**config.mk**
```make
export PLATFORM = sky130hd
export DESIGN_NAME = read_pointer_empty_flat
export DESIGN_NICKNAME = d
export VERILOG_FILES = /design/src/rtl/read_pointer_empty_if.sv /design/src/rtl/read_pointer_empty.sv /design/src/flat_wrapper.sv
export SDC_FILE = /design/constraint.sdc
export NUM_CORES = 1
export LEC_CHECK = 0
export BUFFER_PORTS_ARGS = -buffer_cell sky130_fd_sc_hd__buf_2
export CORE_MARGIN = 10
export CORE_UTILIZATION = 30
export DETAILED_ROUTE_END_ITERATION = 8
export GPL_TIMING_DRIVEN = 1
export SLEW_MARGIN = 20
export SYNTH_ARGS = -nofsm -noshare
export SYNTH_HDL_FRONTEND = slang
export SYNTH_SLANG_ARGS = --single-unit
```
**constraint.sdc**
```tcl
create_clock -name clock_read -period 4.6 [get_ports clock_read]
set_clock_uncertainty 0.2 [all_clocks]
set_input_delay 0.46 -clock clock_read [delete_from_list [all_inputs] [get_ports clock_read]]
set_output_delay 0.46 -clock clock_read [all_outputs]
set_load 0.02 [all_outputs]
```
**src/rtl/read_pointer_empty_if.sv**
```systemverilog
// Read-side FIFO pointer bundle: pop request, synchronized write pointer,
// and the registered flags/pointers produced by the read-pointer block.
interface read_pointer_empty_if #(
    parameter int ADDR_WIDTH = 7
);
    logic                  read_enable;
    logic [ADDR_WIDTH:0]   sync_write_pointer;
    logic                  underflow_clear;
    logic                  empty;
    logic                  almost_empty;
    logic [ADDR_WIDTH-1:0] read_address;
    logic [ADDR_WIDTH:0]   read_pointer;
    logic [ADDR_WIDTH:0]   read_count;
    logic                  underflow;

    modport master (
        output read_enable,
        output sync_write_pointer,
        output underflow_clear,
        input  empty,
        input  almost_empty,
        input  read_address,
        input  read_pointer,
        input  read_count,
        input  underflow
    );

    modport slave (
        input  read_enable,
        input  sync_write_pointer,
        input  underflow_clear,
        output empty,
        output almost_empty,
        output read_address,
        output read_pointer,
        output read_count,
        output underflow
    );
endinterface

```
**src/rtl/read_pointer_empty.sv**
```systemverilog
// Async-FIFO read pointer: binary/Gray pointer pair, registered empty,
// almost-empty and occupancy flags, and a sticky underflow flag.
module read_pointer_empty #(
    parameter int ADDR_WIDTH   = 7,
    parameter int AE_THRESHOLD = 4
) (
    input logic                 clock_read,
    input logic                 read_reset_n,
    read_pointer_empty_if.slave bus
);
    localparam int PW = ADDR_WIDTH + 1;
    localparam logic [PW-1:0] AE_LIMIT = PW'(AE_THRESHOLD);

    logic [PW-1:0] read_binary;
    logic [PW-1:0] read_binary_next;
    logic [PW-1:0] read_gray_next;
    logic [PW-1:0] write_binary;
    logic [PW-1:0] occupancy_next;
    logic          pop;
    logic          underflow_next;

    // Gray-to-binary: each binary bit is the XOR of all Gray bits at or above it
    always_comb begin
        write_binary = '0;
        for (int i = 0; i < PW; i++) begin
            write_binary[i] = ^(bus.sync_write_pointer >> i);
        end
    end

    assign pop              = bus.read_enable & ~bus.empty;
    assign read_binary_next = read_binary + PW'(pop);
    assign read_gray_next   = (read_binary_next >> 1) ^ read_binary_next;
    assign occupancy_next   = write_binary - read_binary_next;
    assign underflow_next   = (bus.read_enable & bus.empty)
                            | (bus.underflow & ~bus.underflow_clear);
    assign bus.read_address = read_binary[ADDR_WIDTH-1:0];

    always_ff @(posedge clock_read or negedge read_reset_n) begin
        if (!read_reset_n) begin
            read_binary      <= '0;
            bus.read_pointer <= '0;
            bus.empty        <= 1'b1;
            bus.almost_empty <= 1'b1;
            bus.read_count   <= '0;
            bus.underflow    <= 1'b0;
        end else begin
            read_binary      <= read_binary_next;
            bus.read_pointer <= read_gray_next;
            bus.empty        <= (read_gray_next == bus.sync_write_pointer);
            bus.almost_empty <= (occupancy_next <= AE_LIMIT);
            bus.read_count   <= occupancy_next;
            bus.underflow    <= underflow_next;
        end
    end
endmodule

```
**src/flat_wrapper.sv**
```systemverilog
// flat-port wrapper written by rule: the top's interface ports become plain ports
module read_pointer_empty_flat 
#(
    parameter int ADDR_WIDTH   = 7,
    parameter int AE_THRESHOLD = 4
)
  (clock_read, read_reset_n, bus_read_enable, bus_sync_write_pointer, bus_underflow_clear, bus_empty, bus_almost_empty, bus_read_address, bus_read_pointer, bus_read_count, bus_underflow);
  read_pointer_empty_if #(.ADDR_WIDTH(ADDR_WIDTH)) bus_i ();
  input logic clock_read;
  input logic read_reset_n;
  input wire logic [$bits(bus_i.read_enable)-1:0] bus_read_enable;
  input wire logic [$bits(bus_i.sync_write_pointer)-1:0] bus_sync_write_pointer;
  input wire logic [$bits(bus_i.underflow_clear)-1:0] bus_underflow_clear;
  output wire logic [$bits(bus_i.empty)-1:0] bus_empty;
  output wire logic [$bits(bus_i.almost_empty)-1:0] bus_almost_empty;
  output wire logic [$bits(bus_i.read_address)-1:0] bus_read_address;
  output wire logic [$bits(bus_i.read_pointer)-1:0] bus_read_pointer;
  output wire logic [$bits(bus_i.read_count)-1:0] bus_read_count;
  output wire logic [$bits(bus_i.underflow)-1:0] bus_underflow;
  assign bus_i.read_enable = bus_read_enable;
  assign bus_i.sync_write_pointer = bus_sync_write_pointer;
  assign bus_i.underflow_clear = bus_underflow_clear;
  assign bus_empty = bus_i.empty;
  assign bus_almost_empty = bus_i.almost_empty;
  assign bus_read_address = bus_i.read_address;
  assign bus_read_pointer = bus_i.read_pointer;
  assign bus_read_count = bus_i.read_count;
  assign bus_underflow = bus_i.underflow;
  read_pointer_empty #(.ADDR_WIDTH(ADDR_WIDTH), .AE_THRESHOLD(AE_THRESHOLD)) u_core (.clock_read(clock_read), .read_reset_n(read_reset_n), .bus(bus_i));
endmodule
```
==> results.py, run 1 <==
metrics = {
    "clock_tree": {
        "cts_resized": 0,
        "cts.hold.buffers_added": 1,
        "tritoncts": "yes",
        "postCtsSetupBuffers": 0,
        "cts-root-buf": "clkbuf_8",
        "cts-htree-levels": 1,
        "cts_buffer_depth": 2,
        "clock_latency_ns": 0.27,
        "clk_transition_reported_paths_ns": 0.10,
        "cts_buffers": 3,
        "cts.sinks": 26,
    },
    "sta": {
        "final.period_utilization_pct": 80.08,
        "rsz0062_at_grt": "false",
        "final-hold-violation-count": 0,
        "max_freq_mhz": 271.5,
        "setup_violations": 0,
        "worst_pin_slew_ns": 0.6190,
        "finalCriticalPeriod_ns": 3.684,
        "slew_headroom_pct": 58.59,
        "slew_violations": 0,
        "finalSetupTns_ns": 0,
    },
    "floorplanning": {
        "num_rows": 26,
        "die_x_microns": 93.12,
        "start_util_pct": 31.21,
        "chipHeight_microns": 93.12,
        "dieArea_sq_um": 8671,
        "io_pins": 38,
        "core_sq_um": 5140,
    },
    "yosys": {
        "async_flop_share_pct": 100.0,
        "seq_area_frac_synth_pct": 40.72,
        "synth_cells": 154,
        "syn_area_per_cell_sq_um": 10.42,
        "synth_warnings": 0,
        "ys_ff_latch": 26,
        "syn-num-nets": 174,
        "synthTopCellsByArea": "dfrtp_1 (37%), xnor2_1 (10%), xor2_1 (8.2%)",
        "synth_edf_count": 0,
        "yosys.area.top_type": "dfrtp_1",
        "ys_types": 40,
        "ys.flop_type": "dfrtp_1",
        "yosys.area.top_type_share_pct": 37.44,
        "yosys.cell_count.top_type": "dfrtp_1",
        "synth_commonest_cells": "dfrtp_1 (24), xnor2_1 (19), xor2_1 (15)",
        "synth_area_sq_um": 1604,
    },
    "drt": {
        "wirelength_microns": 3553,
        "num_vias": 1174,
        "drtAntennaViolNets": 0,
        "drt-pass1-iter-count": 4,
        "drcViolationCount": 0,
        "wl_per_cell_microns": 13.56,
        "routed_via_density": 4.481,
        "drtIter0Drc": 26,
    },
    "power": {
        "p_per_area_nw_per_um2": 807.9,
        "peakVddDrop_mv": 0.3371,
        "p_total_mw": 1.565,
        "p_leak_nw": 0.9262,
    },
    "critical_path": {
        "r2r_cells": 11,
        "criticalPathCategory": "in2reg",
        "crit_slowest_cell": "xnor3_2",
        "required_ns": 4.60,
        "critPathArrivalTime_ns": 3.68,
        "slowest_delay_ns": 0.47,
        "critical_path_peak_fanout": 6,
        "cp_cell_sequence": "buf_2, xnor3_2, xnor3_2, xnor2_1, xor2_1, ha_1, fa_1, inv_1, maj3_2, a21oi_2, xnor2_1, or3_1, nor4_2",
        "start_kind": "primary input",
        "ff2ff_setup_slack_ns": 1.40,
        "end_kind": "flop",
    },
    "final_layout": {
        "syn_to_final_growth_pct": 20.75,
        "drive_above_1_share_pct": 27.08,
        "fin_area_sq_um": 1937,
        "fill_cells": 560,
        "diodes": 0,
        "nets": 213,
        "utilization_pct": 37.68,
    },
    "grt": {
        "grt_max_degree": 27,
        "grt_pass1_vias": 1217,
        "grt_util_all_layers_pct": 8.176,
        "grt_pass1_wl_microns": 5754,
        "antenna_found_initial": 0,
        "grt_overflow": 0,
    },
    "worst_hold_path": {
        "min_path_type": "in2reg",
        "whs_path_depth": 2,
    },
    "place": {
        "dpl_cell_area_sq_um": 1856,
        "place.gp.congestion": 0.8123,
        "port_buffers": 37,
        "hpwlAfterDp_microns": 2867,
    },
    "flow_run": {
        "maxCapViolCount": 0,
    },
    "status": {
        "status": "complete, no violations",
    },
}
==> sequential cells by signal (all words and copies together) (netlist names) <==
signal / flops
u_core.bus.read_pointer: 8
u_core.bus.empty: 1
u_core.bus.almost_empty: 1
u_core.bus.underflow: 1
u_core.bus.read_count: 8
u_core.read_binary: 7
==> final timing paths <==
kind | to | from
worst min register to register | u_core.bus.read_pointer[7] | u_core.bus.read_pointer[7]
worst max register to register | u_core.bus.almost_empty | u_core.bus.empty
max in group asynchronous | u_core.read_binary[2] | read_reset_n
worst max-delay path | u_core.bus.almost_empty | bus_sync_write_pointer[7]
min in group asynchronous | u_core.read_binary[3] | read_reset_n
worst min-delay path | u_core.bus.underflow | bus_underflow_clear
==> cells in the final DEF, fill, tap and decap left out, types with 2 or more instances in the layout <==
| cell | Yosys | layout |
|---|---|---|
| and2_1 | 2 | 2 |
| xnor2_1 | 19 | 19 |
| buf_2 | 0 | 37 |
| dfstp_2 | 2 | 2 |
| nor2_1 | 3 | 3 |
| nand4_1 | 2 | 2 |
| ha_1 | 7 | 7 |
| nor2b_1 | 2 | 2 |
| o21ai_0 | 4 | 4 |
| o221ai_1 | 2 | 2 |
| nand2_1 | 12 | 12 |
| or3_1 | 4 | 4 |
| nand3_1 | 5 | 5 |
| a21oi_1 | 6 | 6 |
| xnor3_2 | 2 | 2 |
| inv_1 | 14 | 14 |
| a211oi_1 | 3 | 3 |
| and4_1 | 3 | 3 |
| dfrtp_1 | 24 | 24 |
| clkbuf_8 | 0 | 3 |
| xor2_1 | 15 | 15 |
==> routing by layer <==
layer  up-vias  GRT usage (%)  part of all wire (%)
met5         -              0                     0
met4         0          2.314                  0.90
met3         4          2.558                   5.9
met2        22          14.14                    49
met1       550          9.477                    44
li1        598              -                     -
==> report_power, final <==
group / internal (mW) / switching (mW) / total [mW]
Clock: 0.117 / 0.0756 / 0.192
Combinational: 0.386 / 0.592 / 0.977
Sequential: 0.339 / 0.0564 / 0.396
Total: 0.841 / 0.724 / 1.56
==> logic make-up after synthesis <==
| kind of cell | count (synthesis) | synth area share (%) |
|---|---|---|
| DFF | 26 | 40.72 |
| xor gates and xnor gates | 37 | 23.17 |
| AOI/OAI and AO/OA | 21 | 8.737 |
| muxes | 1 | 0.6240 |
| and+or+nand+nor | 40 | 13.88 |
| adders and majority gates | 10 | 8.034 |
| buffers and inverters | 19 | 4.836 |
==> critical path: cells and delay by family <==
| family | cells | cell delay [ns] |
|---|---|---|
| AOI/OAI and AO/OA | 1 | 0.20 |
| adders and majority gates | 3 | 0.72 |
| buffers and inverters | 2 | 0.20 |
| xor gates and xnor gates | 5 | 1.58 |
| and+or+nand+nor | 2 | 0.52 |
==> layout make-up <==
cell class | count | area (sq um) | share of cell area (%)
flip-flops and latches | 26 | 653.1 | 33.72
inverters | 15 | 56.30 | 2.907
repair buffers | 38 | 195.2 | 10.08
multi-input cells | 109 | 873.3 | 45.09
well taps | 70 | 87.58 | 4.522
clock buffers | 3 | 41.29 | 2.132
clock inverters | 1 | 30.03 | 1.550
==> metrics by stage <==
step	std cells	worst slack, ns	hold WS (ns)
after global placement	257	0.7007	0.2916
after CTS	262	0.8723	0.1648
after global routing	262	0.6905	0.1734
after floorplan	154	0.9773	-0.03559
final	262	0.9163	0.1726
after detailed placement	257	0.6060	0.3019
(Power assumes the default switching activity.)
==> run 2, diff against run 1 <==
Settings changed: ABC_AREA set to 1.
Clock period 4.6 ns to 3.4 ns, I/O delays scaled along.
==> results.py, run 2 <==
metrics = {
    "drt": {
        "num_vias": 1198,
        "routed_via_density": 4.061,
        "wl_per_cell_microns": 11.42,
        "drt-pass1-iter-count": 5,
        "drtAntennaViolNets": 0,
        "drtIter0Drc": 47,
        "drcViolationCount": 0,
        "wirelength_microns": 3370,
    },
    "floorplanning": {
        "start_util_pct": 31.47,
        "core_sq_um": 5205,
        "num_rows": 26,
        "die_x_microns": 93.89,
        "io_pins": 38,
        "chipHeight_microns": 93.89,
        "dieArea_sq_um": 8814,
    },
    "yosys": {
        "synth_area_sq_um": 1638,
        "ys.flop_type": "dfrtp_1",
        "ys_ff_latch": 26,
        "synth_warnings": 0,
        "yosys.area.top_type": "dfrtp_1",
        "ys_types": 30,
        "syn_area_per_cell_sq_um": 9.049,
        "yosys.area.top_type_share_pct": 36.67,
        "synth_cells": 181,
        "synth_commonest_cells": "nand2_1 (46), inv_1 (27), dfrtp_1 (24)",
        "synthTopCellsByArea": "dfrtp_1 (37%), nand2_1 (11%), xor2_1 (8.6%)",
        "seq_area_frac_synth_pct": 39.88,
        "async_flop_share_pct": 100.0,
        "yosys.cell_count.top_type": "nand2_1",
        "synth_edf_count": 0,
        "syn-num-nets": 201,
    },
    "final_layout": {
        "fill_cells": 578,
        "fin_area_sq_um": 2007,
        "syn_to_final_growth_pct": 22.54,
        "final_common_cell": "nand2_1",
        "diodes": 0,
        "nets": 246,
        "reg_top3": "u_core.bus.read_count (8), u_core.bus.read_pointer (8), u_core.read_binary (7)",
        "final_cell_mix": "nand2_1 (46), buf_2 (37), inv_1 (27)",
        "drive_above_1_share_pct": 28.89,
    },
    "status": {
        "status": "complete, no violations",
    },
    "critical_path": {
        "critPathArrivalTime_ns": 2.61,
        "criticalPathCategory": "in2reg",
        "ff2ff_setup_slack_ns": 0.80,
        "r2r_start": "u_core.bus.empty",
        "start_kind": "primary input",
        "required_ns": 3.41,
        "end_kind": "flop",
        "cp-startpoint": "bus_sync_write_pointer[6]",
        "r2r_cells": 15,
        "critical_path_peak_fanout": 4,
        "reg2reg_to": "u_core.bus.almost_empty",
    },
    "clock_tree": {
        "cts_buffer_depth": 2,
        "cts-htree-levels": 1,
        "cts.sinks": 26,
        "clock_latency_ns": 0.27,
        "cts_resized": 0,
        "tritoncts": "yes",
        "cts_buffers": 3,
        "cts-root-buf": "clkbuf_8",
        "clk_transition_reported_paths_ns": 0.09,
    },
    "power": {
        "p_per_area_nw_per_um2": 1041,
        "p_leak_nw": 1.078,
        "peakVddDrop_mv": 0.3031,
    },
    "grt": {
        "grt_util_all_layers_pct": 8.396,
        "grt_pass1_wl_microns": 5913,
        "grt_max_degree": 27,
        "grt_overflow": 0,
        "grt_pass1_vias": 1303,
        "antenna_found_initial": 0,
    },
    "sta": {
        "final.period_utilization_pct": 76.43,
        "finalCriticalPeriod_ns": 2.599,
        "finalSetupTns_ns": 0,
        "slew_violations": 0,
        "max_freq_mhz": 384.8,
        "rsz0062_at_grt": "false",
        "worst_pin_slew_ns": 0.5940,
        "final-hold-violation-count": 0,
        "fin_ws_ns": 0.8014,
        "slew_headroom_pct": 60.40,
        "hold_slack_ns": 0.03977,
        "setup_violations": 0,
    },
    "place": {
        "dpl_cell_area_sq_um": 1926,
        "place.gp.congestion": 0.7805,
        "port_buffers": 37,
        "place_ws_ns": 0.5026,
        "hpwlAfterDp_microns": 2807,
    },
    "worst_hold_path": {
        "worstHoldEndpoint": "u_core.bus.underflow",
        "min_path_type": "in2reg",
        "min_from": "bus_underflow_clear",
        "whs_path_depth": 2,
    },
    "flow_run": {
        "maxCapViolCount": 0,
    },
}
-- run 2: changes by cell type after synthesis, moves of 3 or more --
| cell | change |
|---|---|
| nand2_1 | +34 |
| inv_1 | +13 |
| xnor2_1 | -12 |
| nor2_1 | +6 |
| nand3_1 | +4 |
| or3_1 | -4 |
| xor2_2 | +4 |
| a211oi_1 | -3 |
| a21oi_1 | -3 |
| and4_1 | -3 |
| clkbuf_1 | -3 |
| nand3_2 | +3 |
| o21ai_0 | -3 |
-- run 2: logic make-up (layout without fill, tap and decap cells) --
logic type / Yosys count / in the layout / synth area share [%]
flops: 26 / 26 / 39.88
compound gates: 6 / 6 / 2.062
simple gates: 82 / 82 / 24.98
fa+ha+maj: 8 / 8 / 6.570
xor+xnor: 29 / 29 / 19.63
buf+inv: 30 / 74 / 6.876
-- run 2: where the power goes --
| part | switching, mW | internal (mW) |
|---|---|---|
| logic | 0.818 | 0.479 |
| registers | 0.0779 | 0.457 |
| clock network | 0.0987 | 0.158 |
| total | 0.995 | 1.09 |
-- run 2: through the flow --
stage                     power (mW)  cells  utilization [%]
after detailed placement       1.863    290            37.00
after global placement         1.852    290            37.00
after CTS                      2.133    295            38.56
final                          2.089    295            38.56
after global routing           2.318    295            38.56
after floorplan                1.512    181                -
-- run 2: layout make-up --
class                   instances  area [sq um]  area share, %
inverters                      30         112.6          5.611
clock inverters                 1         30.03          1.496
multi-input cells             125         872.1          43.45
clock buffers                   3         41.29          2.057
well taps                      70         87.58          4.364
repair buffers                 40         210.2          10.47
flip-flops and latches         26         653.1          32.54
-- run 2: worst max-delay path: stages --
cell and delay, ns:
buf_2 0.11, inv_1 0.09, nand2_1 0.06, nand2_1 0.09, xor2_1 0.22, xor2_1 0.25, xor2_1 0.28, inv_1 0.08
ha_1 0.29, a21oi_1 0.14, nand2_1 0.11, nand2_1 0.07, nand2_1 0.05, nand2_1 0.07, nand2_1 0.05, inv_1 0.05
nand2_1 0.04, nor2_1 0.08, nand2_1 0.05, nor2_1 0.09
-- run 2: worst max-delay path by stage --
stage	end	cells past startpoint
after floorplan	u_core.bus.almost_empty	14
after global placement	u_core.bus.almost_empty	20
after detailed placement	u_core.bus.almost_empty	20
after CTS	u_core.bus.almost_empty	14
after global routing	u_core.bus.almost_empty	20
final	u_core.bus.almost_empty	20
-- run 2: repair_timing --
action / CTS / global route
setup endpoints to repair: 0 / 0
hold endpoints to repair: 24 / 0
hold buffers: 1 / 0
buffers inserted: 0 / 0
-- run 2: routing by layer --
| metal | part of all wire (%) | up-vias | track usage (%) | routed length, microns |
|---|---|---|---|---|
| met4 | 0.68 | 0 | 3.165 | 23 |
| met3 | 8.2 | 2 | 3.277 | 277 |
| li1 | - | 633 | - | - |
| met5 | 0 | - | 0 | 0 |
| met1 | 48 | 539 | 10.09 | 1632 |
| met2 | 43 | 24 | 13.19 | 1436 |
